<file path="config.mk">
export PLATFORM = sky130hd
export DESIGN_NAME = scan_unloader
export DESIGN_NICKNAME = d
export VERILOG_FILES = /design/src/rtl/scan_pkg.sv /design/src/rtl/scan_shift_lane.sv /design/src/rtl/scan_unloader.sv
export SDC_FILE = /design/constraint.sdc
export NUM_CORES = 1
export LEC_CHECK = 0
export CORE_AREA = 2 2 88 90
export CTS_CLUSTER_DIAMETER = 60
export DETAILED_ROUTE_END_ITERATION = 8
export DIE_AREA = 0 0 90 92
export PLACE_DENSITY = 0.82
export SETUP_SLACK_MARGIN = 0.5
export SLEW_MARGIN = 20
export SYNTH_ARGS = -nofsm -noshare
export SYNTH_HDL_FRONTEND = slang
export SYNTH_HIERARCHICAL = 1
export SYNTH_SLANG_ARGS = --single-unit
</file>
<file path="constraint.sdc">
create_clock -name scan_clk -period 3.8 [get_ports scan_clk]
set_clock_uncertainty 0.2 [all_clocks]
set_input_delay 0.38 -clock scan_clk [delete_from_list [all_inputs] [get_ports scan_clk]]
set_output_delay 0.38 -clock scan_clk [all_outputs]
set_load 0.005 [all_outputs]
</file>
<file path="src/rtl/scan_pkg.sv">
// Shared widths, frame geometry and FSM state type for the scan-out unloader.
package scan_pkg;

    localparam int unsigned SCAN_WORD_W = 26;
    localparam int unsigned SCAN_DEPTH  = 256;
    localparam int unsigned SCAN_ADDR_W = 8;
    localparam int unsigned FRAME_BITS  = SCAN_WORD_W * SCAN_DEPTH;

    typedef enum logic {
        IDLE  = 1'b0,
        SHIFT = 1'b1
    } scan_state_e;

endpackage

</file>
<file path="src/rtl/scan_shift_lane.sv">
// One serializer lane: parallel load, shift right toward bit 0, synchronous clear.
module scan_shift_lane #(
    parameter int unsigned WORD_W = 26
) (
    input  logic              clk,
    input  logic              rst_n,
    input  logic              load,
    input  logic              shift,
    input  logic              clear,
    input  logic [WORD_W-1:0] data,
    output logic              bit0
);

    logic [WORD_W-1:0] sr_q;

    // Clear wins over load so an abort or frame end always silences the lane.
    always_ff @(posedge clk or negedge rst_n) begin
        if (!rst_n) begin
            sr_q <= '0;
        end else if (clear) begin
            sr_q <= '0;
        end else if (load) begin
            sr_q <= data;
        end else if (shift) begin
            sr_q <= {1'b0, sr_q[WORD_W-1:1]};
        end
    end

    assign bit0 = sr_q[0];

endmodule

</file>
<file path="src/rtl/scan_unloader.sv">
// Walks the x buffer and w memory from the top address down, serializing each word
// LSB-first while holding the LMS core frozen for a consistent capture frame.
module scan_unloader
    import scan_pkg::*;
#(
    parameter int unsigned WORD_W = SCAN_WORD_W,
    parameter int unsigned DEPTH  = SCAN_DEPTH,
    parameter int unsigned ADDR_W = SCAN_ADDR_W
) (
    input  logic              scan_clk,
    input  logic              rst_n,
    input  logic              scan_en,
    output logic [ADDR_W-1:0] rd_addr,
    input  logic [WORD_W-1:0] x_rd_data,
    input  logic [WORD_W-1:0] w_rd_data,
    output logic              scan_out_x,
    output logic              scan_out_w,
    output logic              lms_freeze,
    output logic              scan_busy,
    output logic              scan_done
);

    localparam int unsigned BIT_W = $clog2(WORD_W);
    localparam logic [BIT_W-1:0]  LAST_BIT  = BIT_W'(WORD_W - 1);
    localparam logic [ADDR_W-1:0] TOP_ADDR  = ADDR_W'(DEPTH - 1);
    localparam logic [ADDR_W-1:0] NEXT_ADDR = ADDR_W'(DEPTH - 2);

    scan_state_e       state_q, state_d;
    logic [BIT_W-1:0]  bit_cnt_q, bit_cnt_d;
    logic [ADDR_W-1:0] word_cnt_q, word_cnt_d;
    logic [ADDR_W-1:0] rd_addr_d;
    logic              armed_q, armed_d;
    logic              primed_q, primed_d;
    logic              freeze_d, busy_d, done_d;
    logic              lane_load, lane_shift, lane_clear;

    // Next-state, counter and address generation.
    always_comb begin
        state_d    = state_q;
        bit_cnt_d  = bit_cnt_q;
        word_cnt_d = word_cnt_q;
        rd_addr_d  = rd_addr;
        armed_d    = armed_q | ~scan_en;
        primed_d   = primed_q;
        freeze_d   = lms_freeze;
        busy_d     = scan_busy;
        done_d     = 1'b0;
        lane_load  = 1'b0;
        lane_shift = 1'b0;
        lane_clear = 1'b0;

        unique case (state_q)
            IDLE: begin
                // Memory output reflects TOP_ADDR only after one idle edge has sampled it.
                rd_addr_d = TOP_ADDR;
                primed_d  = 1'b1;
                if (scan_en && armed_q && primed_q) begin
                    state_d    = SHIFT;
                    lane_load  = 1'b1;
                    rd_addr_d  = NEXT_ADDR;
                    bit_cnt_d  = '0;
                    word_cnt_d = TOP_ADDR;
                    freeze_d   = 1'b1;
                    busy_d     = 1'b1;
                    armed_d    = 1'b0;
                end
            end
            SHIFT: begin
                if (bit_cnt_q == LAST_BIT && word_cnt_q == '0) begin
                    // Final bit: completion takes priority over a simultaneous scan_en drop.
                    state_d    = IDLE;
                    lane_clear = 1'b1;
                    rd_addr_d  = TOP_ADDR;
                    bit_cnt_d  = '0;
                    word_cnt_d = TOP_ADDR;
                    freeze_d   = 1'b0;
                    busy_d     = 1'b0;
                    done_d     = 1'b1;
                    primed_d   = 1'b0;
                end else if (!scan_en) begin
                    state_d    = IDLE;
                    lane_clear = 1'b1;
                    rd_addr_d  = TOP_ADDR;
                    bit_cnt_d  = '0;
                    word_cnt_d = TOP_ADDR;
                    freeze_d   = 1'b0;
                    busy_d     = 1'b0;
                    primed_d   = 1'b0;
                end else if (bit_cnt_q != LAST_BIT) begin
                    lane_shift = 1'b1;
                    bit_cnt_d  = bit_cnt_q + BIT_W'(1);
                end else begin
                    lane_load  = 1'b1;
                    bit_cnt_d  = '0;
                    word_cnt_d = word_cnt_q - ADDR_W'(1);
                    rd_addr_d  = (rd_addr == '0) ? '0 : rd_addr - ADDR_W'(1);
                end
            end
            default: state_d = IDLE;
        endcase
    end

    always_ff @(posedge scan_clk or negedge rst_n) begin
        if (!rst_n) begin
            state_q    <= IDLE;
            bit_cnt_q  <= '0;
            word_cnt_q <= TOP_ADDR;
            rd_addr    <= TOP_ADDR;
            armed_q    <= 1'b1;
            primed_q   <= 1'b0;
            lms_freeze <= 1'b0;
            scan_busy  <= 1'b0;
            scan_done  <= 1'b0;
        end else begin
            state_q    <= state_d;
            bit_cnt_q  <= bit_cnt_d;
            word_cnt_q <= word_cnt_d;
            rd_addr    <= rd_addr_d;
            armed_q    <= armed_d;
            primed_q   <= primed_d;
            lms_freeze <= freeze_d;
            scan_busy  <= busy_d;
            scan_done  <= done_d;
        end
    end

    scan_shift_lane #(.WORD_W(WORD_W)) u_lane_x (
        .clk   (scan_clk),
        .rst_n (rst_n),
        .load  (lane_load),
        .shift (lane_shift),
        .clear (lane_clear),
        .data  (x_rd_data),
        .bit0  (scan_out_x)
    );

    scan_shift_lane #(.WORD_W(WORD_W)) u_lane_w (
        .clk   (scan_clk),
        .rst_n (rst_n),
        .load  (lane_load),
        .shift (lane_shift),
        .clear (lane_clear),
        .data  (w_rd_data),
        .bit0  (scan_out_w)
    );

endmodule

</file>
# Word level (Yosys, flattened, before mapping)
# Index checks and enable logic that the tools add are counted.
# word_totals
regBits,78
in_bits,55
output_inout_bits,13
wordCells,75
# classes
add_sub_neg,3
eq_ne,5
n_mux,46
bitwise,3
reduce_logical,8
# ops
op,n
26-bit 2-to-1 mux,6
8-bit 2-to-1 mux,8
8-bit case mux with 2 select lines,2
1-bit 2-to-1 mux,21
5-bit 2-to-1 mux,4
8-bit logical NOT,2
"8-bit by 1-bit subtractor with 8-bit output, second input constant",2
5-bit case mux with 2 select lines,1
1-bit case mux with 2 select lines,4
"5-bit by 1-bit adder with 5-bit output, second input constant",1
"5-bit equality test, second input constant",1
"5-bit inequality test, second input constant",1
"4-bit inequality test, second input constant",1
2-bit AND reduction,2
1-bit logical AND,3
"3-bit by 2-bit inequality test with 1-bit output, second input constant",1
3-bit nonzero test,1
"2-bit inequality test, second input constant",1
1-bit inverter,2
1-bit OR,1

# Depth between registers and ports, before layout
# logic_depth
word_depth,8
depth_mapped,10
ltp_nobuf,7

# By module
# Netlist, hierarchy kept.
# modules_own_cells
module,n_inst,cells_each,area_per_inst_um2,seq_area_each_um2
scan_shift_lane,2,116,1362.6,650.6
scan_unloader,1,154,1452.6,671.9

# Worst setup path before layout
# No wires, ideal clock.
# synth_path
path_kind,flip-flop to flip-flop
start,register bit_cnt_q[1]
end,register u_lane_w.sr_q[18]
setup_ns,0.137
t_arrival_ns,1.943
required_time_ns,3.463
setup_slack_ns,1.520
stages_incl_launch_ff,11
n_path_buf,3
period_less_slack_ns,2.280
path_cell_list,dfrtp_1 inv_1 ha_1 nand4b_1 a311o_2 buf_6 o21ai_0 buf_2 clkbuf_1 nor2b_1 a211oi_2
# synth_between
elab_chain_len,7
elab_cells_between_ends,16
classes_between,eq/ne (2); mux (12); reduce/logical (2)
# synth_lines
element,line_no,source
start: declaration,scan_unloader.sv:29,"logic [BIT_W-1:0] bit_cnt_q, bit_cnt_d;"
start signal: assignment,scan_unloader.sv:116,bit_cnt_q <= bit_cnt_d;
5-bit inequality test,scan_unloader.sv:89,end else if (bit_cnt_q != LAST_BIT) begin
1-bit 2-to-1 mux,scan_unloader.sv:89,
1-bit 2-to-1 mux,scan_unloader.sv:80,end else if (!scan_en) begin
1-bit 2-to-1 mux *,scan_unloader.sv:69,if (bit_cnt_q == LAST_BIT && word_cnt_q == '0) begin
1-bit case mux with 2 select lines *,scan_unloader.sv:52,unique case (state_q)
via lane_load,scan_unloader.sv:35,"logic lane_load, lane_shift, lane_clear;"
26-bit 2-to-1 mux,scan_shift_lane.sv:22,end else if (load) begin
26-bit 2-to-1 mux,scan_shift_lane.sv:20,end else if (clear) begin
end signal: assignment,scan_shift_lane.sv:23,sr_q <= data;
end signal: assignment,scan_shift_lane.sv:25,"sr_q <= {1'b0, sr_q[WORD_W-1:1]};"
end: declaration,scan_shift_lane.sv:14,logic [WORD_W-1:0] sr_q;
# Mark *: on every way through the listed nets, which the timed path passes. The rest lies on a longest branch.
# A chain may end at the register's enable or synchronous reset.

# Final worst setup path
# layout_path
start,register bit_cnt_q[1]
end,register u_lane_w.sr_q[8]
# Same word-level chain as after synthesis.

==> results.md <==
- Pre-Repair DR Iteration Count: 4
- Final worst setup slack: between 0.9 and 1 ns
- Cell variety after synth: 45
- Met3 wirelength from detailed routing: around 330 um
- Post-Syn Area per Cell: between 10 and 15 um2
- Hold Worst Slack: -0.0265 ns
- Cell breakdown of the critical path: inv_1 > ha_1 > nand4b_1 > a311o_2 > o21ai_2 > inv_2 > a211oi_1
- Share of flip-flops with an asynchronous set or reset after synthesis: between 90% and 100%
- Number of synthesized flops with an enable pin: 0
- Boundary Pins: between 60 and 70
- Sinks on Clock Net: between 70 and 80
- Layout overhead on the synthesized area: 19.3%
- RSZ-0062 raised after global routing: false
- # fillers: between 600 and 700
- Root Buffer: clkbuf_8
- Worst min-delay path class: in -> async
- Global-route wire length before repair: around 15000 um
- Total count of hold-check failures in the final report: 27
- Worst max-slew margin expressed relative to the limit: between 30% and 40%
- Total area of multi-input combinational cells: slightly below 2000 um2
- Design Area, Final: about 5000 um2
- TritonCTS buffer count: 9
- Met1 WL: 4080 um
- Post-route DRC violation count: 0
- Routed WL: ~8500 um
- Width of the die: about 90 um
- Result of the run: finished, violations left
- Data required time of the critical path: 3.85 ns
- Highest net fanout along the worst path: 30
- Std cell rows: 32
- Most instantiated flip-flop cell in the synthesis netlist: dfrtp_1
- Number of buffers added on ports: 67
- Ant. Diodes: 0
- Met2 wire len: approximately 4000 um
- Violated checks: hold timing
- Count of hold-fix buffers inserted at cts: 0
- Post-cts resize count: 0
- Final GP Congestion: slightly below 0.9
- Leading post-synthesis cells by cell area: dfrtp_1 37%, mux2i_1 12%, dfstp_2 11%
- Starting utilization of the core area: ~56%
- Fraction of the yosys area taken by sequential cells: a little under half
- Crit end category: flip-flop
- Die extent in y: roughly 90 um
- Worst-case vdd ir drop: approximately 210 uV
- Number of buffer and inverter stages on the critical path: 2
- Slew at the pin closest to its max-slew limit: between 0.9 and 1 ns
- Final cycle utilization of the critical path: between 70% and 80%
- Fin cells: ~550
- Share of Yosys cell area claimed by the top area cell type: around 37%
- Clock transition at the registers of the reported paths: ~0.080 ns
- Vias in the first global route: 3098
- Routed len/inst: 15.6 um
- Post-place setup slack: around 0.65 ns
- Largest net degree at the start of global routing: between 70 and 80
- Max Fclk: roughly 0.35 GHz
- P per Cell Area: around 440 nW/um2
- Placed inst area: slightly below 5000 um2
- Insertion delay to the later sink of the worst-skew pair: between 0.3 and 0.4 ns
- Kind of start point of the critical path: flip-flop
- Maximum buffer depth of the clock tree: 2
- Cell with the most instances after synthesis: dfrtp_1
- Arrival @ worst endpoint: ~2.9 ns
- Synth warn: 6
- Fraction of final layout cells sized beyond drive strength 1: between 10% and 20%
- Detailed placement HPWL: a little under 6000 um
- Post-Syn Instances: ~390
- Summed negative setup slack over all endpoints: 0 ns
- Sequential cell area in the final layout: 1970 um2
- Final critical path time including I/O delays and setup: roughly 2.9 ns
- CTS tree: yes
- Overall track demand over capacity in global routing: between 20% and 30%
- Initial drt markers: 101
- Post-DR vias/cell: around 5.6
- Routed vias: roughly 3100
- Remaining global-route overflow: 0
- Max-capacitance violation count: 0
- Leakage power: approximately 2.0 nW
- CP delay by family, top: compound AO/OA/AOI/OAI gates
- Commonest cells post-synth: 61 x dfrtp_1, 50 x mux2i_1, 50 x nor2b_1, 48 x a211oi_1, 17 x dfstp_2
- Crit Path Class: reg -> reg
- Synthesized cell area: between 4000 and 5000 um2
- Total of flip-flops plus latches after synthesis: just under 80
- Worst-path cell with the longest stage delay: a311o_2
- Net count reported at finish: around 500
- Setup violation total in the final timing report: 0
- Antenna-violating nets left: 0
- Number of H-tree branching levels: 3
- Number of pins with negative max-slew slack in the final report: 0
- Top Layer Used: met4
- Number of instances in the placed design: 531
- Library cell occupying the most area in the post-synthesis netlist: dfrtp_1
- Total nets after synthesis: around 450
- Antenna violations before repair: 0
- Worst path max stage delay: roughly 0.53 ns
- Area of the die: slightly above 8000 um2
- Core Footprint: approximately 7400 um2
- Number of buffers inserted to repair setup after CTS: 0
## layout make-up
| class | count | share of cell area [%] |
|---|---|---|
| Clock buffer | 11 | 2.84 |
| Clock inverter | 5 | 0.703 |
| Inverter | 15 | 1.13 |
| Multi-Input combinational cell | 264 | 38.8 |
| Sequential cell | 78 | 39.6 |
| Tap cell | 102 | 2.56 |
| Timing Repair Buffer | 72 | 14.4 |
## sequential cells by signal (all words and copies together) (netlist names), 5 cells and up
signal,flops
u_lane_w/sr_q,26
u_lane_x/sr_q,26
rd_addr,8
word_cnt_q,8
bit_cnt_q,5
## power breakdown
part | total (mW) | internal, mW | switching (mW)
Clock | 0.555 | 0.255 | 0.299
Sequential | 1.13 | 1.02 | 0.112
Combinational | 0.515 | 0.281 | 0.235
Total | 2.20 | 1.55 | 0.646
## layer usage
layer	up-vias	GRT usage, %
li1	1502	-
met1	1501	30.3
met2	68	34.3
met3	10	4.77
met4	0	7.56
met5	-	0
## final timing paths
kind / to / depth (start not counted) / from / slack (ns)
worst max register to register: u_lane_w/sr_q[8] / 7 / bit_cnt_q[1] / 0.94
min in group scan_clk: word_cnt_q[0] / 2 / word_cnt_q[0] / 0.31
worst max-delay path: u_lane_w/sr_q[8] / 7 / bit_cnt_q[1] / 0.94
max in group asynchronous: scan_done / 1 / rst_n / 2.81
worst min-delay path: u_lane_x/sr_q[16] / 1 / rst_n / -0.03
worst min register to register: word_cnt_q[0] / 2 / word_cnt_q[0] / 0.31
## cell usage in the layout (no fill, tap or decap), types with 3 or more instances in the layout
cell	n
a211oi_1	48
a211oi_2	4
a21oi_1	14
buf_4	5
clkbuf_8	10
clkdlybuf4s50_1	66
dfrtp_1	61
dfstp_2	17
ha_1	6
inv_1	12
inv_2	3
mux2i_1	50
nand2_1	15
nand3_1	10
nor2_1	8
nor2b_1	50
nor3_1	7
o211ai_1	4
o21ai_0	12
o31ai_1	3
xor2_1	5
## logic make-up after synthesis
family                   after synthesis  synth area share (%)
AO/OA/AOI/OAI                         99                  17.2
XOR/XNOR                               5                  1.05
adder cells (fa/ha/maj)                6                  1.80
buffers and inverters                 44                  6.62
flip-flops                            78                  47.2
multiplexers                          50                  12.0
AND/OR/NAND/NOR                      104                  14.1
## per-stage QoR
step | util [%] | total power [mW]
6_report | 66.9 | 2.20
5_1_grt | 66.9 | 2.33
4_1_cts | 66.9 | 2.22
3_5_place_dp | 64.6 | 1.66
3_3_place_gp | 64.6 | 1.63
2_1_floorplan | - | 1.48
## worst register-to-register path, delay by kind of cell (launching register included)
| kind | cells | cell delay, ns |
|---|---|---|
| compound gates | 3 | 1.30 |
| buf+inv | 2 | 0.51 |
| flops | 1 | 0.40 |
| simple gates | 1 | 0.21 |
| fa+ha+maj | 1 | 0.15 |
No activity file was read; power rests on OpenSTA's default activity.
